--- src/rtl/smart_home_pkg.sv ---
// Shared types and constants for the smart-home controller and the sensor hub.
// Latency: n/a (declarations only).
// Backpressure: n/a.
package smart_home_pkg;

  localparam int TEMP_W           = 7;
  localparam int ST_RESET_DEFAULT = 25;

  typedef enum logic [2:0] {
    IDLE,
    SETUP,
    HI,
    LO,
    DONE
  } temp_state_t;

endpackage

--- src/rtl/smart_home_sensor_hub_debounce.sv ---
// One contact channel: 2-flop synchronizer followed by a stable-run debounce counter.
// Latency: output follows a settled input on edge DEB_CYCLES+2 after it is first sampled.
// Backpressure: none; free-running, output is a level.
module sensor_debounce #(
  parameter int DEB_CYCLES = 4
) (
  input  logic Clk,
  input  logic Rst,
  input  logic i_raw,
  output logic o_deb
);

  localparam int CW = $clog2(DEB_CYCLES + 1);

  logic          r_s1;
  logic          r_s2;
  logic          r_out;
  logic [CW-1:0] r_cnt;

  // Synchronize the raw level, then flip the output only after a full run of disagreeing samples.
  always_ff @(posedge Clk) begin
    if (Rst) begin
      r_s1  <= 1'b0;
      r_s2  <= 1'b0;
      r_out <= 1'b0;
      r_cnt <= '0;
    end else begin
      r_s1 <= i_raw;
      r_s2 <= r_s1;
      if (r_s2 != r_out) begin
        if (r_cnt == CW'(DEB_CYCLES - 1)) begin
          r_out <= r_s2;
          r_cnt <= '0;
        end else begin
          r_cnt <= r_cnt + 1'b1;
        end
      end else begin
        r_cnt <= '0;
      end
    end
  end

  assign o_deb = r_out;

endmodule

--- src/rtl/smart_home_sensor_hub.sv ---
// Sensor front-end: debounces four contacts and periodically reads a serial temperature word.
// Latency: contacts DEB_CYCLES+2 edges; ST updates once per SAMPLE_PERIOD at the end of a frame.
// Backpressure: none; st_valid is a single-cycle pulse the controller must take when it fires.
// Optional macro SENSOR_HUB_TEMP_FILTER_EN: accept a reading only if it repeats the previous raw one.
module smart_home_sensor_hub
  import smart_home_pkg::*;
#(
  parameter int DEB_CYCLES    = 4,
  parameter int SCLK_DIV      = 2,
  parameter int SAMPLE_PERIOD = 64,
  parameter int ST_RESET      = ST_RESET_DEFAULT
) (
  input  logic              Clk,
  input  logic              Rst,
  input  logic              raw_fd,
  input  logic              raw_rd,
  input  logic              raw_sw,
  input  logic              raw_fa,
  input  logic              temp_sdi,
  output logic              temp_csn,
  output logic              temp_sclk,
  output logic              SFD,
  output logic              SRD,
  output logic              SW,
  output logic              SFA,
  output logic [TEMP_W-1:0] ST,
  output logic              st_valid
);

  localparam int PW = (SAMPLE_PERIOD > 1) ? $clog2(SAMPLE_PERIOD) : 1;
  localparam int DW = (SCLK_DIV > 1) ? $clog2(SCLK_DIV) : 1;
  localparam int BW = $clog2(TEMP_W + 1);

  sensor_debounce #(.DEB_CYCLES(DEB_CYCLES)) u_deb_fd (.Clk(Clk), .Rst(Rst), .i_raw(raw_fd), .o_deb(SFD));
  sensor_debounce #(.DEB_CYCLES(DEB_CYCLES)) u_deb_rd (.Clk(Clk), .Rst(Rst), .i_raw(raw_rd), .o_deb(SRD));
  sensor_debounce #(.DEB_CYCLES(DEB_CYCLES)) u_deb_sw (.Clk(Clk), .Rst(Rst), .i_raw(raw_sw), .o_deb(SW));
  sensor_debounce #(.DEB_CYCLES(DEB_CYCLES)) u_deb_fa (.Clk(Clk), .Rst(Rst), .i_raw(raw_fa), .o_deb(SFA));

  temp_state_t       r_state;
  temp_state_t       w_next;
  logic [PW-1:0]     r_per;
  logic [DW-1:0]     r_div;
  logic [BW-1:0]     r_bits;
  logic [TEMP_W-1:0] r_shift;
  logic [TEMP_W-1:0] r_st;
  logic              r_st_valid;
  logic              w_wrap;
  logic              w_div_end;
  logic              w_all_bits;
  logic              w_take;
  logic              w_finish;
  logic              w_csn;
  logic              w_sclk;
`ifdef SENSOR_HUB_TEMP_FILTER_EN
  logic [TEMP_W-1:0] r_raw_last;
`endif

  assign w_wrap     = (r_per == PW'(SAMPLE_PERIOD - 1));
  assign w_div_end  = (r_div == DW'(SCLK_DIV - 1));
  assign w_all_bits = (r_bits == BW'(TEMP_W));
  // A bit is sampled on the edge that raises sclk: leaving SETUP, or leaving LO with bits still owed.
  assign w_take     = w_div_end && ((r_state == SETUP) || ((r_state == LO) && !w_all_bits));
  assign w_finish   = w_div_end && (r_state == LO) && w_all_bits;

  // State register for the temperature reader.
  always_ff @(posedge Clk) begin
    if (Rst) begin
      r_state <= IDLE;
    end else begin
      r_state <= w_next;
    end
  end

  // Next-state and pin decode; a period wrap outside IDLE is simply dropped.
  always_comb begin
    w_next = r_state;
    w_csn  = 1'b1;
    w_sclk = 1'b0;
    case (r_state)
      IDLE: begin
        if (w_wrap) w_next = SETUP;
      end
      SETUP: begin
        w_csn = 1'b0;
        if (w_div_end) w_next = HI;
      end
      HI: begin
        w_csn  = 1'b0;
        w_sclk = 1'b1;
        if (w_div_end) w_next = LO;
      end
      LO: begin
        w_csn = 1'b0;
        if (w_div_end) w_next = w_all_bits ? DONE : HI;
      end
      DONE: begin
        w_next = IDLE;
      end
      default: begin
        w_next = IDLE;
      end
    endcase
  end

  // Period counter, phase timer, shifter and the held ST word; ST moves only on frame completion.
  always_ff @(posedge Clk) begin
    if (Rst) begin
      r_per      <= '0;
      r_div      <= '0;
      r_bits     <= '0;
      r_shift    <= '0;
      r_st       <= TEMP_W'(ST_RESET);
      r_st_valid <= 1'b0;
`ifdef SENSOR_HUB_TEMP_FILTER_EN
      r_raw_last <= TEMP_W'(ST_RESET);
`endif
    end else begin
      r_per      <= w_wrap ? '0 : r_per + 1'b1;
      r_st_valid <= 1'b0;

      if ((r_state == SETUP || r_state == HI || r_state == LO) && !w_div_end) begin
        r_div <= r_div + 1'b1;
      end else begin
        r_div <= '0;
      end

      if (r_state == IDLE) begin
        r_bits <= '0;
      end else if (w_take) begin
        r_shift <= {r_shift[TEMP_W-2:0], temp_sdi};
        r_bits  <= r_bits + 1'b1;
      end

      if (w_finish) begin
`ifdef SENSOR_HUB_TEMP_FILTER_EN
        r_raw_last <= r_shift;
        if (r_shift == r_raw_last) begin
          r_st       <= r_shift;
          r_st_valid <= 1'b1;
        end
`else
        r_st       <= r_shift;
        r_st_valid <= 1'b1;
`endif
      end
    end
  end

  assign temp_csn  = w_csn;
  assign temp_sclk = w_sclk;
  assign ST        = r_st;
  assign st_valid  = r_st_valid;

endmodule

--- config.mk ---
export PLATFORM = sky130hd
export DESIGN_NAME = smart_home_sensor_hub
export DESIGN_NICKNAME = d
export VERILOG_FILES = /design/src/rtl/smart_home_pkg.sv /design/src/rtl/smart_home_sensor_hub_debounce.sv /design/src/rtl/smart_home_sensor_hub.sv
export SDC_FILE = /design/constraint.sdc
export NUM_CORES = 1
export LEC_CHECK = 0
export ABC_CLOCK_PERIOD_IN_PS = 1800
export BUFFER_PORTS_ARGS = -buffer_cell sky130_fd_sc_hd__buf_4
export CAP_MARGIN = 5
export CORE_ASPECT_RATIO = 1.1
export CORE_MARGIN = 2
export CORE_UTILIZATION = 56
export DETAILED_ROUTE_END_ITERATION = 16
export PLACE_DENSITY = 0.77
export SYNTH_ARGS = -nofsm -noshare
export SYNTH_HDL_FRONTEND = slang
export SYNTH_HIERARCHICAL = 1
export SYNTH_SLANG_ARGS = --single-unit
--- constraint.sdc ---
create_clock -name Clk -period 1.8 [get_ports Clk]
set_input_delay 0.09 -clock Clk [delete_from_list [all_inputs] [get_ports Clk]]
set_output_delay 0.09 -clock Clk [all_outputs]
set_load 0.05 [all_outputs]
==> results.md <==
- Status: finished clean
- R2r setup slk: 0.15 ns
- Pin count of the biggest net entering global routing: 51
- Vias per Instance: 5.399
- Clk slew on worst S/H paths: approximately 0.13 ns
- Clock latency on the worst-skew pair: between 0.3 and 0.4 ns
- Final period util: 0.9171
- Routability Congestion: 0.7894
- Final non-filler cell total: 271
- Worst-path fanout max: 16
- Leak Pwr: 0.8529 nW
- Maxcap violations: 0
- GRT Overall Usage: 0.1974
- Slew @ Worst Pin: approximately 0.50 ns
- Pins over their slew limit: 0
- Clock Tree Buf Depth: 2
- Antenna Nets Post-Route: 0
- CP dominant cell by count: ha_1
- CP Capture Type: register
- Fmax: between 0.6 and 0.7 GHz
- Top-count cell post-synth: dfxtp_1
- Vias after detailed routing: 1463
- Num CTS Buffers: 5
- Fin util: 0.6680
- Hold slack: roughly 0.17 ns
- First-pass GRT wire length: ~6.0 mm
- VDD IR max: slightly below 0.4 mV
- Hold/Removal Path Class: input port to register
- FP Rows: 22
- Remaining global-route overflow: 0
- Die Width: 60.60 um
- Sequential element share of the synthesized area: 0.5276
- Starting density of the core: 0.5876
- Worst endpoint data arrival time: 1.94 ns
- Fillers: 296
- ANT cells: 0
- Die height: 66.26 um
- Most frequent cells after synthesis: dfxtp_1 (52), nor2_1 (19), a21oi_1 (18)
- CTS Root Cell: clkbuf_4
- Clk_skew: 0.004470 ns
- # DRC: 0
- Vias in the first global route: around 1400
- Setup Buffers After CTS: 0
- Top-area cell type share of the netlist area: 0.5276
- Total chip power: 1.759 mW
- IO Pins: 21
- Post-synth EDFFs: 0
- Dpl cells: 258
- Layout cells sized above 1: 0.1435
- Core Region: 3358 um2
- Starting DRT DRC Count: 53
- Initial antenna violation count: 0
- Min cycle time layout: between 1.5 and 2 ns
- Rel. slew slack: 0.6648
- Cell taking the most area after synthesis: dfxtp_1
- Crit path kind: register to register
- Post-Synthesis Cells: 199
- Distinct cells, synth: 29
- WL/cell: around 12 um
- Drt first pass iters: 4
- FF-to-FF End: r_bits[0]
- Post-Synthesis Cell Area: 1973 um2
- Seq cells post-synth: 52
- Data required time of the worst path: 2.09 ns
- Setup_tns: 0 ns
- Nets: 240
- Post-cts gate resize count: 0
- Synth Net Count: 217
- Crit start category: register
- Fraction of registers with async set/reset: 0
- Top cells by area, synth: dfxtp_1 (53%), ha_1 (7.0%), a21oi_1 (4.6%)
- Final WL: 3.345 mm
- DP HPWL: about 2.4 mm
- CP Capture Point: r_bits[0]
- Critical path's largest stage delay: 0.40 ns
- Syn. warnings: 6
- P&R area growth vs syn: 13.70%
- Power per Cell Area: about 780 nW/um2
- Main synth FF type: dfxtp_1
- Final count of hold timing violations: 0
- Post-Syn Area per Cell: 9.915 um2
- Maximum level of the CTS H-tree: 2
- R2r worst-path depth: 5
- CP Launch Point: r_bits[0]
- FF-to-FF Start: r_bits[0]
- Slowest-stage cell, CP: or3_1
- DIE AREA: 4015 um2
- CP cell instances: ha_1 -> ha_1 -> and2_1 -> or3_1 -> a21oi_1
- Cts hold-fix bufs: 5
- RSZ-0062 raised after global routing: false
- Sink Count: 52
- TritonCTS clock tree: done
- Port Buffer Count: 20
- Final setup viols: 0
critical path: cells and delay by family (launching register included):
| kind | cells | cell delay [ns] |
|---|---|---|
| compound gates | 1 | 0.14 |
| fa+ha+maj | 2 | 0.40 |
| flops | 1 | 0.35 |
| simple gates | 2 | 0.70 |
metrics by stage:
stage / setup WS (ns) / cell area, um2
2_1_floorplan: 0.1297 / 1973
3_3_place_gp: 0.2659 / 2135
3_5_place_dp: 0.1421 / 2135
5_1_grt: 0.02497 / 2243
6_report: 0.1493 / 2243
4_1_cts: 0.1419 / 2243
worst min-delay path by stage:
stage               slack (ns)  startpoint              to  depth (start not counted)
floorplan                 0.16         Rst   u_deb_fa/r_s1                          1
global placement          0.30      raw_rd   u_deb_rd/r_s1                          2
detailed placement        0.32      raw_rd   u_deb_rd/r_s1                          2
CTS                       0.16         Rst  u_deb_fd/o_deb                          2
global route              0.18         Rst  u_deb_sw/o_deb                          2
finish                    0.17         Rst  u_deb_fd/o_deb                          2
sequential cells by signal (all words and copies together), names as in the netlist, 3 cells and up:
name            cells
r_per               6
r_state             3
u_deb_fa/r_cnt      3
u_deb_rd/r_cnt      3
r_shift             7
r_bits              3
u_deb_sw/r_cnt      3
ST                  7
u_deb_fd/r_cnt      3
placed cells by master, fill, tap and decap left out, types with 2 or more instances in the layout:
cell type / n
mux2i_1: 7
inv_1: 5
xor2_1: 2
ha_1: 11
nor4b_2: 4
nor2_1: 19
nand3_1: 16
xnor2_1: 5
dfxtp_1: 52
clkbuf_1: 2
nor4_1: 8
nand2_1: 5
nor3_1: 2
dlygate4sd3_1: 5
nor2b_1: 8
clkbuf_4: 5
buf_4: 21
o21bai_1: 2
a21oi_1: 18
or3_1: 2
o21ai_0: 15
logic make-up after synthesis:
family                   synth area share
flip-flops                         0.5276
buffers and inverters             0.03804
adder cells (fa/ha/maj)           0.06975
AND/OR/NAND/NOR                    0.2004
AO/OA/AOI/OAI                     0.09765
XOR/XNOR                          0.03107
multiplexers                      0.03551
final cells by class:
class                      instances  area [um2]  area share
tap                               48       60.06     0.02677
clock buffer                       8       58.81     0.02621
multi-input combinational        132       857.1      0.3820
sequential                        52        1041      0.4640
timing repair buffer              26       207.7     0.09258
inverter                           5       18.77    0.008366
report_power, final:
group / switching (mW) / leakage, nW / internal [mW]
clock network: 0.321 / 0.0326 / 0.193
logic: 0.0344 / 0.399 / 0.0325
registers: 0.0107 / 0.422 / 1.17
routing by layer:
layer / vias up / track usage / part of all wire
met1: 693 / 0.2131 / 0.41
li1: 740 / - / -
met3: 5 / 0.05284 / 0.037
met2: 25 / 0.3575 / 0.54
met4: 0 / 0.07337 / 0.016
met5: - / 0 / 0
Power figures use the tool's default switching activity.
